--- config.mk ---
export PLATFORM = sky130hd
export DESIGN_NAME = ex_div
export DESIGN_NICKNAME = d
export VERILOG_FILES = /design/src/rtl/ex_div.sv
export SDC_FILE = /design/constraint.sdc
export NUM_CORES = 1
export LEC_CHECK = 0
export CAP_MARGIN = 15
export CORE_MARGIN = 2
export CORE_UTILIZATION = 57
export DETAILED_ROUTE_END_ITERATION = 16
export GPL_TIMING_DRIVEN = 0
export HOLD_SLACK_MARGIN = 0.1
export MAX_ROUTING_LAYER = met4
export PLACE_DENSITY = 0.93
export SETUP_SLACK_MARGIN = 0.15
export SYNTH_ARGS = -nofsm -noshare
export SYNTH_HDL_FRONTEND = slang
export SYNTH_SLANG_ARGS = --single-unit
export TNS_END_PERCENT = 30
--- constraint.sdc ---
create_clock -name clk -period 12 [get_ports clk]
set_input_delay 3 -clock clk [delete_from_list [all_inputs] [get_ports clk]]
set_output_delay 3 -clock clk [all_outputs]
set_load 0.01 [all_outputs]
--- src/rtl/ex_div.sv ---
// ex_div: multi-cycle radix-2 restoring divider for MIPS DIV/DIVU in EX.
// Drives the EX stall request while a division is in flight and treats the
// controller's flush as an annul. result_o = {remainder, quotient}.
// Optional build macro: DIV_ZERO_FLAG_EN. When it is defined, a zero divisor
// raises div_zero_o in END and returns {dividend, all-ones}.
module ex_div #(
    parameter int WIDTH = 32,
    parameter int CNT_W = 6
) (
    input  logic                 clk,
    input  logic                 rst,
    input  logic                 signed_div_i,
    input  logic [WIDTH-1:0]     opdata1_i,
    input  logic [WIDTH-1:0]     opdata2_i,
    input  logic                 start_i,
    input  logic                 annul_i,
    output logic [2*WIDTH-1:0]   result_o,
    output logic                 ready_o,
    output logic                 stallreq_o,
    output logic                 div_zero_o
);

    typedef enum logic [1:0] {S_FREE, S_BYZERO, S_ON, S_END} state_t;

    state_t             r_state;
    logic [CNT_W-1:0]   r_cnt;
    logic [WIDTH-1:0]   r_rem;      // partial remainder
    logic [WIDTH-1:0]   r_quo;      // dividend magnitude, shifted into quotient
    logic [WIDTH-1:0]   r_divisor;  // divisor magnitude
    logic               r_neg_q;    // quotient must be negated at the end
    logic               r_neg_r;    // remainder must be negated at the end
`ifdef DIV_ZERO_FLAG_EN
    logic [WIDTH-1:0]   r_dividend; // raw dividend for the divide-by-zero result
`endif

    logic [WIDTH:0]     w_shift;
    logic               w_ge;
    logic [WIDTH-1:0]   w_diff;
    logic [WIDTH-1:0]   w_q_fix;
    logic [WIDTH-1:0]   w_r_fix;

    // Two's-complement magnitude of an operand when dividing signed.
    function automatic logic [WIDTH-1:0] mag(input logic [WIDTH-1:0] v, input logic sgn);
        return (sgn && v[WIDTH-1]) ? (~v + 1'b1) : v;
    endfunction

    // Conditional two's-complement negation used by the sign fix-up.
    function automatic logic [WIDTH-1:0] cneg(input logic [WIDTH-1:0] v, input logic n);
        return n ? (~v + 1'b1) : v;
    endfunction

    // One restoring step: shift {rem,quo} left, trial-subtract the divisor.
    always_comb begin
        w_shift = {r_rem, r_quo[WIDTH-1]};
        w_ge    = (w_shift >= {1'b0, r_divisor});
        // The true difference is below the divisor, so the low WIDTH bits suffice.
        w_diff  = w_shift[WIDTH-1:0] - r_divisor;
        w_q_fix = cneg(r_quo, r_neg_q);
        w_r_fix = cneg(r_rem, r_neg_r);
    end

    // Stall the pipeline from acceptance until the result is ready; a flush
    // always releases it.
    assign stallreq_o = ~annul_i & (((r_state == S_FREE) & start_i) |
                                    (r_state == S_ON) | (r_state == S_BYZERO));

`ifndef DIV_ZERO_FLAG_EN
    assign div_zero_o = 1'b0;
`endif

    // Divider FSM with registered result, ready and divide-by-zero outputs.
    always_ff @(posedge clk or posedge rst) begin
        if (rst) begin
            r_state    <= S_FREE;
            r_cnt      <= '0;
            r_rem      <= '0;
            r_quo      <= '0;
            r_divisor  <= '0;
            r_neg_q    <= 1'b0;
            r_neg_r    <= 1'b0;
            result_o   <= '0;
            ready_o    <= 1'b0;
`ifdef DIV_ZERO_FLAG_EN
            r_dividend <= '0;
            div_zero_o <= 1'b0;
`endif
        end else if (annul_i) begin
            r_state    <= S_FREE;
            result_o   <= '0;
            ready_o    <= 1'b0;
`ifdef DIV_ZERO_FLAG_EN
            div_zero_o <= 1'b0;
`endif
        end else begin
            case (r_state)
                S_FREE: begin
                    if (start_i) begin
                        if (opdata2_i == '0) begin
                            r_state <= S_BYZERO;
`ifdef DIV_ZERO_FLAG_EN
                            r_dividend <= opdata1_i;
`endif
                        end else begin
                            r_state   <= S_ON;
                            r_cnt     <= '0;
                            r_rem     <= '0;
                            r_quo     <= mag(opdata1_i, signed_div_i);
                            r_divisor <= mag(opdata2_i, signed_div_i);
                            r_neg_q   <= signed_div_i & (opdata1_i[WIDTH-1] ^ opdata2_i[WIDTH-1]);
                            r_neg_r   <= signed_div_i & opdata1_i[WIDTH-1];
                        end
                    end
                end
                S_BYZERO: begin
                    r_state <= S_END;
                    ready_o <= 1'b1;
`ifdef DIV_ZERO_FLAG_EN
                    result_o   <= {r_dividend, {WIDTH{1'b1}}};
                    div_zero_o <= 1'b1;
`else
                    result_o   <= '0;
`endif
                end
                S_ON: begin
                    if (r_cnt != CNT_W'(WIDTH)) begin
                        r_rem <= w_ge ? w_diff : w_shift[WIDTH-1:0];
                        r_quo <= {r_quo[WIDTH-2:0], w_ge};
                        r_cnt <= r_cnt + 1'b1;
                    end else begin
                        r_state  <= S_END;
                        result_o <= {w_r_fix, w_q_fix};
                        ready_o  <= 1'b1;
                    end
                end
                S_END: begin
                    if (!start_i) begin
                        r_state  <= S_FREE;
                        result_o <= '0;
                        ready_o  <= 1'b0;
`ifdef DIV_ZERO_FLAG_EN
                        div_zero_o <= 1'b0;
`endif
                    end
                end
                default: r_state <= S_FREE;
            endcase
        end
    end

endmodule

==> impl_metrics.json, run 1 <==
{
  "skew_ns": 0.0111,
  "crit_start": "start_i",
  "seqCellArea_um2": 4280,
  "core.rowCount": 51,
  "reg2reg_depth": 10,
  "topRoutingLayerUsed": "met4",
  "ys_async_sr_fraction_pct": 100,
  "tns_ns": 0,
  "path_class": "in -> out",
  "postRouteAntennaNets": 0,
  "max_freq_mhz": 135,
  "cts.sinks": 171,
  "drc_errors": 0,
  "core_area_um2": 19500,
  "drt_first_iter_violations": 852,
  "dp_hpwl_um": 25000,
  "dr_wl_met3_um": 2200,
  "track_usage_pct": 32.9,
  "crit_path_end_kind": "primary output",
  "syn-cell-area_um2": 11300,
  "initial_utilization_pct": 58.0,
  "die-area_um2": 21000,
  "diodes": 0,
  "hp-class": "reg -> reg",
  "die-width_um": 145,
  "fin_crit_ns": 7.40,
  "h-tree-depth": 4,
  "synthTopCellsByArea": "dfrtp_1 (38%), o21ai_0 (7.5%), xor2_1 (7.4%)",
  "grt-ovfl-total": 0,
  "first_pass_iters": 7,
  "worst_slew_pin_slew_ns": 0.846,
  "multiInputGateArea_um2": 6440,
  "cts_tree": "built",
  "clk-insertion-delay-late_ns": 0.46,
  "routed_via_density": 5.92,
  "hold_viol_final": 0,
  "grt_pass1_vias": 10300,
  "ys_ff_latch": 171,
  "wl_um": 32400,
  "clk_pin_slew_ns": 0.08,
  "synth_fp_nets": 1472,
  "avgSynthCellArea_um2": 8.30,
  "ff2ff_setup_slack_ns": 8.50,
  "leakagePower_nw": 5.88,
  "port_buffers": 133,
  "cts_made_buffers": 17,
  "layout_worst_path_cycle_share_pct": 61.7,
  "slew_violations": 0,
  "synth_cell_types": 73,
  "min_from": "r_divisor[27]",
  "post-place-ws_ns": 4.57,
  "status": "finished, final reports clean",
  "nFillCells": 1467,
  "wl_met1_um": 14000,
  "ys.flop_type": "dfrtp_1",
  "yosys.area.top_type": "dfrtp_1",
  "postSynthCellCount": 1360,
  "die_h_um": 145,
  "wl_met2_um": 15100,
  "cts_hold_buffers": 0,
  "seq_area_frac_synth_pct": 37.9,
  "power_mw": 3.73,
  "grt_pass1_wl_um": 52100,
  "wire_per_inst_um": 18.1,
  "finalSetupViolations": 0,
  "io-pin-count": 136,
  "clockBufferDepth": 2,
  "rsz0062_at_grt": "no",
  "cp_data_required_time_ns": 9.00,
  "drv_cap": 0,
  "setup_slack_ns": 4.60,
  "antenna_found_initial": 0,
  "gp_congestion": 1.04,
  "startpoint_type": "input pin",
  "nets": 1625,
  "slew_headroom_pct": 43.4,
  "post_cts_buffers": 0,
  "hold_depth": 2,
  "ir_drop_uv": 155,
  "area_delta_synth_final_pct": 20.3,
  "vias": 10600,
  "yosysWarnings": 0,
  "ctsResizeCount": 0,
  "crit_arrival_ns": 4.40,
  "cp_max_fo": 3,
  "cts-root-buf": "clkbuf_16",
  "grt_max_degree": 121,
  "p_per_area_nw_per_um2": 274,
  "yosysTopAreaCellShare_pct": 37.9,
  "r2r-start": "r_rem[19]",
  "synth_edf_count": 0,
  "drive_above_1_share_pct": 5.64
}
-- worst max-delay path: stages --
cell and delay, ns:
clkdlybuf4s50_1 0.53, nand2_1 0.11, a21oi_1 0.19, clkdlybuf4s50_1 0.57
-- per-layer routing --
metal / global-route usage (%) / vias up
met5: - / -
met4: 12.9 / 0
met3: 5.23 / 107
met2: 51.7 / 473
met1: 43.1 / 4993
li1: - / 5037
-- cell usage in the layout (no fill, tap or decap), drive strengths merged, types with 5 or more instances in the layout --
master / count
nand2b: 16
o31ai: 27
a31oi: 7
buf: 30
clkbuf: 61
or4: 12
nor2: 105
a21o: 15
o21ai: 189
a21oi: 116
nor2b: 7
xor2: 95
clkinv: 6
or3: 13
and2: 5
o41ai: 16
xnor2: 53
nand2: 207
nor4: 13
mux2i: 8
nor3: 22
o211ai: 9
nand3: 10
inv: 67
and3: 5
dfrtp: 171
o21bai: 6
ha: 42
clkdlybuf4s50: 133
nand4: 19
a211oi: 5
-- layout make-up --
class / instances / area share [%]
multi-input cells: 1058 / 47.4
flip-flops and latches: 171 / 31.5
repair buffers: 134 / 10.0
clock buffers: 17 / 3.13
plain buffers: 73 / 2.59
well taps: 265 / 2.44
inverters: 58 / 1.66
clock inverters: 15 / 1.27
-- synthesized netlist by cell type (all sizes together), types with 22 or more instances --
library cell	n
dfrtp	171
nor2	105
xor2	95
clkbuf	44
o31ai	27
o21ai	189
a21oi	116
nand2	207
xnor2	53
ha	42
inv	58
buf	29
nor3	22
-- sequential cells by signal, summed over array words and instances, names as in the netlist --
| register | flops |
|---|---|
| r_state | 2 |
| r_rem | 32 |
| ready_o | 1 |
| r_neg_q | 1 |
| result_o | 64 |
| r_cnt | 6 |
| r_neg_r | 1 |
| r_quo | 32 |
| r_divisor | 32 |
-- path summary, 6_finish.rpt --
path	end
setup / recovery	stallreq_o
hold / removal	r_divisor[27]
setup reg to reg	r_rem[1]
hold reg to reg	r_divisor[27]
max in group asynchronous	result_o[62]
min in group asynchronous	result_o[33]
-- logic make-up (layout without fill, tap and decap cells) --
kind of cell / count (synthesis) / in the layout / synth area share (%)
other: 1 / 1 / 0.0332
flip-flops: 171 / 171 / 37.9
multiplexers: 9 / 9 / 0.809
XOR/XNOR: 148 / 148 / 11.5
buffers and inverters: 131 / 297 / 5.04
adder cells (fa/ha/maj): 43 / 43 / 4.83
AO/OA/AOI/OAI: 408 / 408 / 21.5
AND/OR/NAND/NOR: 449 / 449 / 18.4
-- power breakdown --
| group | switching [mW] | total [mW] | internal (mW) |
|---|---|---|---|
| sequential | 0.252 | 1.04 | 0.784 |
| combinational | 1.27 | 2.13 | 0.859 |
| clock | 0.278 | 0.559 | 0.282 |
-- per-stage QoR --
step / std cells / area, um2 / utilization (%) / hold WS [ns]
global placement: 1758 / 13000 / 66.6 / 0.463
floorplan: 1360 / 11300 / - / 0.450
finish: 1791 / 13600 / 69.8 / 0.485
CTS: 1791 / 13600 / 69.8 / 0.487
global route: 1791 / 13600 / 69.8 / 0.502
detailed placement: 1759 / 13000 / 66.7 / 0.470
No activity file was read; power rests on OpenSTA's default activity.
==> run 2, diff against run 1 <==
--- a/config.mk
+++ b/config.mk
@@ -7,12 +7,12 @@
 export LEC_CHECK = 0
 export CAP_MARGIN = 15
 export CORE_MARGIN = 2
-export CORE_UTILIZATION = 57
+export CORE_UTILIZATION = 52
 export DETAILED_ROUTE_END_ITERATION = 16
 export GPL_TIMING_DRIVEN = 0
 export HOLD_SLACK_MARGIN = 0.1
 export MAX_ROUTING_LAYER = met4
-export PLACE_DENSITY = 0.93
+export PLACE_DENSITY = 0.9
 export SETUP_SLACK_MARGIN = 0.15
 export SYNTH_ARGS = -nofsm -noshare
 export SYNTH_HDL_FRONTEND = slang
==> constraint.sdc (replaced) <==
create_clock -name clk -period 6.24 [get_ports clk]
set_input_delay 1.56 -clock clk [delete_from_list [all_inputs] [get_ports clk]]
set_output_delay 1.56 -clock clk [all_outputs]
set_load 0.01 [all_outputs]
==> run 2 against run 1 <==
  * Flip-flop and latch count unchanged
  * Final area increased by 0.26%
  * Sequential power increased by 91%
  * Clock skew increased by 0.0027 ns
  * Global-route usage decreased by 3.6 points
  * Total power increased by 91%
  * Count of clock-buffer cells in the layout unchanged
  * Wire length decreased by 2.0%
  * Setup slack got worse by 3.1 ns
  * Highest routed layer unchanged
==> impl_metrics.json, run 2 (synthesis gave the netlist of run 1 again) <==
{
  "power.share.sequential_pct": 27.9,
  "reg2reg_depth": 13,
  "min_from": "result_o[8]",
  "grt_max_degree": 45,
  "area_delta_synth_final_pct": 20.6,
  "hold_viol_final": 0,
  "final_util_pct": 64.4,
  "vias": 10700,
  "track_usage_pct": 29.3,
  "h-tree-depth": 4,
  "clk_pin_slew_ns": 0.08,
  "nets": 1628,
  "nFillCells": 1695,
  "drc_errors": 0,
  "cp_max_fo": 10,
  "cts_tree": "built",
  "ff2ff_setup_slack_ns": 2.77,
  "largest-register": "result_o",
  "drv_cap": 0,
  "startpoint_type": "flop",
  "port_buffers": 133,
  "postRouteAntennaNets": 0,
  "drive_above_1_share_pct": 5.82,
  "antenna_found_initial": 0,
  "largest_reg_flops": 64,
  "switching_share_pct": 48.0,
  "finalSetupViolations": 0,
  "placed_area_um2": 13100,
  "post_cts_buffers": 0,
  "wl_um": 31800,
  "leakagePower_nw": 5.89,
  "crit_arrival_ns": 3.22,
  "core_area_um2": 21200,
  "grt_pass1_wl_um": 51500,
  "io-pin-count": 136,
  "worst_slew_pin_slew_ns": 0.760,
  "path_class": "reg -> out",
  "cts_made_buffers": 17,
  "ctsResizeCount": 0,
  "die-width_um": 151,
  "rr_endpoint": "r_rem[26]",
  "r2r-start": "r_quo[31]",
  "clockPowerShare_pct": 14.7,
  "cts.sinks": 171,
  "hold_depth": 2,
  "dp_hpwl_um": 24500,
  "first_pass_iters": 6,
  "mostFrequentLayoutCells": "nand2_1 (207), dfrtp_1 (171), o21ai_0 (170)",
  "diodes": 0,
  "rsz0062_at_grt": "no",
  "slew_headroom_pct": 49.2,
  "fin_area_um2": 13600,
  "wire_per_inst_um": 17.6,
  "fin_crit_ns": 4.78,
  "skew_ns": 0.0138,
  "cts_hold_buffers": 0,
  "holdPathEnd": "result_o[8]",
  "drt_first_iter_violations": 889,
  "cts-root-buf": "clkbuf_16",
  "p_per_area_nw_per_um2": 522,
  "cp_data_required_time_ns": 4.68,
  "ir_drop_uv": 275,
  "layout_commonest_cell": "nand2_1",
  "tns_ns": 0,
  "grt-ovfl-total": 0,
  "max_freq_mhz": 209,
  "clockBufferDepth": 2,
  "p_int_mw": 3.69,
  "routed_via_density": 5.93,
  "initial_utilization_pct": 53.4,
  "die-area_um2": 22900,
  "grt_pass1_vias": 10300,
  "die_h_um": 151,
  "slew_violations": 0,
  "power.switching_mw": 3.41,
  "gp_congestion": 0.961,
  "clk-insertion-delay-late_ns": 0.44,
  "hp-class": "reg -> reg",
  "crit_path_end_kind": "primary output",
  "layout_worst_path_cycle_share_pct": 76.7,
  "status": "finished, final reports clean",
  "core.rowCount": 53,
  "combPwrFrac_pct": 57.3
}
run 2: changes by cell type in the layout (fill, tap and decap cells not counted):
cell / previous run / this run
buf_16: 1 / 0
inv_8: 7 / 3
clkinv_4: 1 / 2
inv_6: 3 / 6
clkinvlp_4: 0 / 1
clkinv_2: 1 / 2
clkinv_8: 4 / 2
buf_12: 0 / 4
run 2: worst max-delay path, stage by stage (launching register included):
cell	delay (ns)
dfrtp_1	0.42
inv_1	0.09
ha_1	0.14
clkbuf_1	0.24
clkbuf_1	0.42
buf_1	0.57
nor2_1	0.11
a21oi_1	0.23
clkdlybuf4s50_1	0.57
run 2: per-layer routing:
| layer | vias to the layer above | share of wire (%) | GRT usage [%] |
|---|---|---|---|
| li1 | 5036 | - | - |
| met1 | 5071 | 43 | 37.6 |
| met2 | 499 | 46 | 45.9 |
| met3 | 92 | 7.5 | 5.24 |
| met4 | 0 | 3.5 | 12.4 |
| met5 | - | 0 | - |
run 2: final cells by class:
class / count / area (um2) / share of cell area, %
Buffer: 73 / 352 / 2.58
Multi-Input combinational cell: 1058 / 6440 / 47.3
Sequential cell: 171 / 4280 / 31.4
Timing Repair Buffer: 137 / 1410 / 10.4
Inverter: 58 / 221 / 1.63
Clock buffer: 17 / 425 / 3.12
Tap cell: 275 / 344 / 2.53
Clock inverter: 15 / 146 / 1.07
run 2: worst max-delay path by stage:
| stage | startpoint | endpoint | cells past startpoint |
|---|---|---|---|
| 4_1_cts | r_state[0] | stallreq_o | 8 |
| 3_5_place_dp | start_i | stallreq_o | 4 |
| 3_3_place_gp | rst | r_quo[18] | 2 |
| 6_report | r_state[0] | stallreq_o | 8 |
| 5_1_grt | r_state[0] | stallreq_o | 8 |
| 2_1_floorplan | rst | r_cnt[0] | 1 |
run 2: power groups by stage:
stage / Combinational (mW) / Clock [mW] / Sequential (mW)
after detailed placement: 3.96 / 0 / 1.98
after CTS: 4.02 / 1.04 / 1.97
after floorplan: 2.87 / 0 / 1.88
after global routing: 4.48 / 1.10 / 2.04
after global placement: 3.83 / 0 / 1.95
final: 4.07 / 1.05 / 1.99
run 2: metrics by stage:
step                      total power, mW  std cells  hold slack, ns  setup slack (ns)
after floorplan                      4.75       1360           0.450              2.50
after global placement               5.78       1768           0.461              1.26
after detailed placement             5.94       1772           0.469              1.76
after CTS                            7.03       1804           0.487              1.51
after global routing                 7.61       1804           0.501              1.34
final                                7.11       1804           0.481              1.46
